[src/rtl/reg_bank_wr_arbiter.sv]
// Round-robin write arbiter in front of a small register bank with a registered read port.
// One requester is accepted in IDLE, and its write is committed to the bank in the following COMMIT cycle.
module reg_bank_wr_arbiter #(
    parameter int REQ_NUM    = 4,
    parameter int DATA_WIDTH = 32,
    parameter int ADDR_WIDTH = 3
) (
    input  logic                          clk_i,
    input  logic                          rst_i,
    input  logic [REQ_NUM-1:0]            req_valid_i,
    output logic [REQ_NUM-1:0]            req_ready_o,
    input  logic [REQ_NUM*ADDR_WIDTH-1:0] req_addr_i,
    input  logic [REQ_NUM*DATA_WIDTH-1:0] req_dat_i,
    input  logic [ADDR_WIDTH-1:0]         rd_addr_i,
    output logic [DATA_WIDTH-1:0]         rd_dat_o,
    output logic                          wr_done_o,
    output logic [$clog2(REQ_NUM)-1:0]    grant_id_o
);

    localparam int DEPTH = 2 ** ADDR_WIDTH;
    localparam int ID_W  = $clog2(REQ_NUM);

    typedef enum logic {
        IDLE,
        COMMIT
    } state_t;

    state_t                  state_q;
    state_t                  state_d;
    logic [ID_W-1:0]         ptr_q;
    logic [ID_W-1:0]         ptr_nxt;
    logic [ID_W-1:0]         win_id;
    logic                    win_found;
    logic                    accept;
    int                      idx;
    logic [ID_W-1:0]         stg_id;
    logic [ADDR_WIDTH-1:0]   stg_addr;
    logic [DATA_WIDTH-1:0]   stg_dat;
    logic [DATA_WIDTH-1:0]   bank [DEPTH];

    // Search ptr, ptr+1, ... with wrap at REQ_NUM (works for non power-of-two counts).
    always_comb begin
        win_found = 1'b0;
        win_id    = '0;
        idx       = 0;
        for (int i = 0; i < REQ_NUM; i++) begin
            idx = int'(ptr_q) + i;
            if (idx >= REQ_NUM) begin
                idx = idx - REQ_NUM;
            end
            if (!win_found && req_valid_i[idx]) begin
                win_found = 1'b1;
                win_id    = ID_W'(idx);
            end
        end
    end

    always_comb begin
        state_d     = state_q;
        req_ready_o = '0;
        accept      = 1'b0;
        case (state_q)
            IDLE: begin
                if (win_found && !rst_i) begin
                    req_ready_o[win_id] = 1'b1;
                    accept              = 1'b1;
                    state_d             = COMMIT;
                end
            end
            COMMIT: begin
                state_d = IDLE;
            end
            default: begin
                state_d = IDLE;
            end
        endcase
    end

    assign ptr_nxt    = (stg_id == ID_W'(REQ_NUM - 1)) ? '0 : stg_id + 1'b1;
    assign grant_id_o = stg_id;

    always_ff @(posedge clk_i or posedge rst_i) begin
        if (rst_i) begin
            state_q   <= IDLE;
            ptr_q     <= '0;
            stg_id    <= '0;
            stg_addr  <= '0;
            stg_dat   <= '0;
            wr_done_o <= 1'b0;
        end else begin
            state_q   <= state_d;
            wr_done_o <= accept;
            if (accept) begin
                stg_id   <= win_id;
                stg_addr <= req_addr_i[int'(win_id)*ADDR_WIDTH +: ADDR_WIDTH];
                stg_dat  <= req_dat_i[int'(win_id)*DATA_WIDTH +: DATA_WIDTH];
            end
            if (state_q == COMMIT) begin
                ptr_q <= ptr_nxt;
            end
        end
    end

    // Read samples the bank before this edge's commit lands, so a same-cycle read sees the old word.
    always_ff @(posedge clk_i or posedge rst_i) begin
        if (rst_i) begin
            for (int i = 0; i < DEPTH; i++) begin
                bank[i] <= '0;
            end
            rd_dat_o <= '0;
        end else begin
            rd_dat_o <= bank[rd_addr_i];
            if (state_q == COMMIT) begin
                bank[stg_addr] <= stg_dat;
            end
        end
    end

`ifndef SV_ASSRT_DISABLE
    a_ready_onehot0: assert property (@(posedge clk_i) disable iff (rst_i)
        $onehot0(req_ready_o));
    a_done_single: assert property (@(posedge clk_i) disable iff (rst_i)
        wr_done_o |=> !wr_done_o);
    a_valid_known: assert property (@(posedge clk_i) disable iff (rst_i)
        !$isunknown(req_valid_i));
`endif

endmodule

[config.mk]
export PLATFORM = sky130hd
export DESIGN_NAME = reg_bank_wr_arbiter
export DESIGN_NICKNAME = d
export VERILOG_FILES = /design/src/rtl/reg_bank_wr_arbiter.sv
export SDC_FILE = /design/constraint.sdc
export NUM_CORES = 1
export LEC_CHECK = 0
export BUFFER_PORTS_ARGS = -buffer_cell sky130_fd_sc_hd__buf_2
export CORE_MARGIN = 4
export CORE_UTILIZATION = 60
export CTS_CLUSTER_DIAMETER = 80
export DETAILED_ROUTE_END_ITERATION = 8
export GPL_ROUTABILITY_DRIVEN = 0
export PLACE_DENSITY = 0.82
export SLEW_MARGIN = 20
export SYNTH_ARGS = -nofsm -noshare
export SYNTH_HDL_FRONTEND = slang
export SYNTH_SLANG_ARGS = --single-unit
[constraint.sdc]
create_clock -name clk_i -period 23.3 [get_ports clk_i]
set_clock_uncertainty 0.15 [all_clocks]
set_input_delay 5.825 -clock clk_i [delete_from_list [all_inputs] [get_ports clk_i]]
set_output_delay 5.825 -clock clk_i [all_outputs]
set_load 0.05 [all_outputs]
==> out/results.ini <==
[routing]
vias=8707
drt_pass1_iterations=4
wl_um=31590
routed_via_density=6.034
route.detailed.drc=0
wl_per_cell_um=21.89
drt_iter0_drc=656
antenna_left=0

[critical_path]
path_class=in -> out
critPathLaunch=req_valid_i[3]
cp-start-kind=input port
reg2reg_from=state_q
arrival_ns=8.18
critical_path_peak_fanout=40
cp.required_ns=17.33
end_kind=output port

[power_and_ir_drop]
power_switching_mw=0.7058
p_int_mw=1.539
power.density_nw_per_um2=131.7
p_clk_frac=0.243
max-vdd-ir-drop_v=0.00007554
p_leak_nw=8.074
seqPwrFrac=0.454
finalPower_mw=2.245
switching_share=0.3144
p_comb_frac=0.303

[synthesis]
synth_edf_count=0
ys_warn_count=0
ys.flop_type=dfrtp_1
ys_types=31
syn-cell-area_um2=14650
seq_area_frac_synth=0.5602
ys_ff_latch=328
synthCells=924
synthArstFlopShare=1.000
syn-mean-instance-area_um2=15.86
syn_nets=1074

[final_layout]
n_antenna_cell=0
fillers=1505
nNetsFinal=1253
area_growth_syn_to_layout_pct=16.33
final_cell_area_um2=17040
drive_above_1_share=0.5605
fin_cells=1443

[timing]
fmax_mhz=70.63
worstMarginPinSlew_ns=1.087
slew_headroom=0.2752
timing.final.crit_share=0.6077
setup_viol=0
tns_ns=0
hold_violations=0
min_period_ns=14.16
slew_violations=0
rsz0062_at_grt=no

[floorplan]
die_height_um=164.3
core_um2=23750
die-area_um2=26980
start_util=0.6168
io_pins=188
die-width_um=164.3
rows=56

[clock_tree]
cts_buffers=35
clkSinkCount=328
cts_root_buffer=clkbuf_16
clk_latency_ns=0.50
cts_setup_buffers=0
cts_tree=yes
ctsHoldBuffers=0
htreeDepth=2
clk_pin_slew_ns=0.06
cts_resized=0
clock_path_buffers=3

[global_route]
grt-ovfl-total=0
grt_use_total=0.2424
grt_max_degree=92
grt_pass1_vias=9444
antenna_found_initial=0
grt_pass1_wl_um=51100

[run]
drv_cap=0

[placement]
placed_cell_area_um2=15870
place_inst=1384
hpwl_um=19200
port_buffers=187

[hold_path]
min_from=bank[24]
hold_class=reg -> reg

[status]
status=completed

==> cell families (layout without fill, tap and decap cells) <==
group                      after synthesis  count (layout)  share of synthesized area
DFF                                    328             328                     0.5602
AOI/OAI and AO/OA                       44              44                    0.02844
muxes                                  425             425                     0.3698
buffers and inverters                   66             266                    0.02152
and+or+nand+nor                         60              60                    0.01922
adders and majority gates                1               1                  0.0008538
==> cell usage in the layout (no fill, tap or decap), types with 2 or more instances in the layout <==
cell / count
mux2_2: 289
clkbuf_8: 6
clkbuf_16: 37
nor2_1: 5
nand2b_1: 3
clkbuf_1: 4
nand2_1: 41
o221ai_1: 28
buf_6: 2
buf_2: 186
bufinv_16: 2
o221ai_2: 7
dfrtp_1: 328
a21o_1: 2
a21oi_1: 2
nor3b_4: 2
nand4b_1: 3
mux2i_1: 71
mux4_2: 64
clkinvlp_4: 3
buf_4: 17
clkinv_2: 5
==> layout make-up <==
| cell class | instances | area, um2 | area share |
|---|---|---|---|
| inverter | 2 | 15.01 | 0.0008809 |
| timing repair buffer | 206 | 1109 | 0.06504 |
| multi-input combinational | 530 | 6173 | 0.3622 |
| clock inverter | 11 | 116.4 | 0.006827 |
| tap | 319 | 399.1 | 0.02342 |
| sequential | 328 | 8208 | 0.4816 |
| clock buffer | 47 | 1023 | 0.06005 |
==> layer usage <==
layer | wire (um) | vias to the layer above | track usage | part of all wire
met3 | 1428 | 57 | 0.03413 | 0.045
met5 | 0 | - | 0 | 0
met4 | 631 | 0 | 0.05871 | 0.020
li1 | - | 3843 | - | -
met1 | 13650 | 4590 | 0.3469 | 0.43
met2 | 15890 | 217 | 0.4003 | 0.50
==> synth_stat cells, types with 3 or more instances <==
library cell  count  area [um2]
nor2_1            5       18.77
clkbuf_1         21       78.83
mux4_2           64        1441
dfrtp_1         328        8208
nand2b_1          3       18.77
buf_2            39       195.2
nand4b_1          3       26.28
mux2i_1          71       710.7
mux2_2          289        3254
nand2_1          42       157.7
o221ai_2          7       105.1
o221ai_1         28       245.2
==> flip-flops by register name, summed over array words and instances (netlist names) <==
signal,flops
ptr_q,2
state_q,1
stg_addr,3
stg_dat,32
rd_dat_o,32
grant_id_o,2
bank,256
==> through the flow <==
| step | setup slack (ns) | util | hold WS, ns |
|---|---|---|---|
| 2_1_floorplan | 8.242 | - | 0.3033 |
| 3_3_place_gp | 9.227 | 0.6681 | 0.3192 |
| 3_5_place_dp | 9.170 | 0.6681 | 0.3338 |
| 4_1_cts | 9.141 | 0.7161 | 0.3508 |
| 5_1_grt | 8.985 | 0.7176 | 0.3642 |
| 6_report | 9.141 | 0.7176 | 0.3486 |
==> final timing paths <==
path                            slack, ns             end  cells past startpoint
worst max-delay path                 9.14  req_ready_o[2]                      6
worst min-delay path                 0.35        bank[24]                      1
worst max register to register      20.41       bank[122]                      4
worst min register to register       0.35        bank[24]                      1
max in group asynchronous           14.94       bank[120]                      5
min in group asynchronous            5.28     stg_dat[31]                      2
==> power by group through the flow <==
stage | clock network, mW | logic, mW | registers, mW
after global routing | 0.581 | 0.733 | 1.05
after detailed placement | 0 | 0.679 | 1.02
after CTS | 0.555 | 0.686 | 1.02
final | 0.546 | 0.680 | 1.02
after global placement | 0 | 0.657 | 1.01
after floorplan | 0 | 0.477 | 1.04
==> worst max-delay path, stage by stage <==
cell and delay, ns:
buf_2 0.12, nor2_1 0.27, a211o_2 0.76, or3_2 0.87, a21oi_1 0.07, buf_2 0.26
Note: power is estimated with default switching activity, not from simulation.
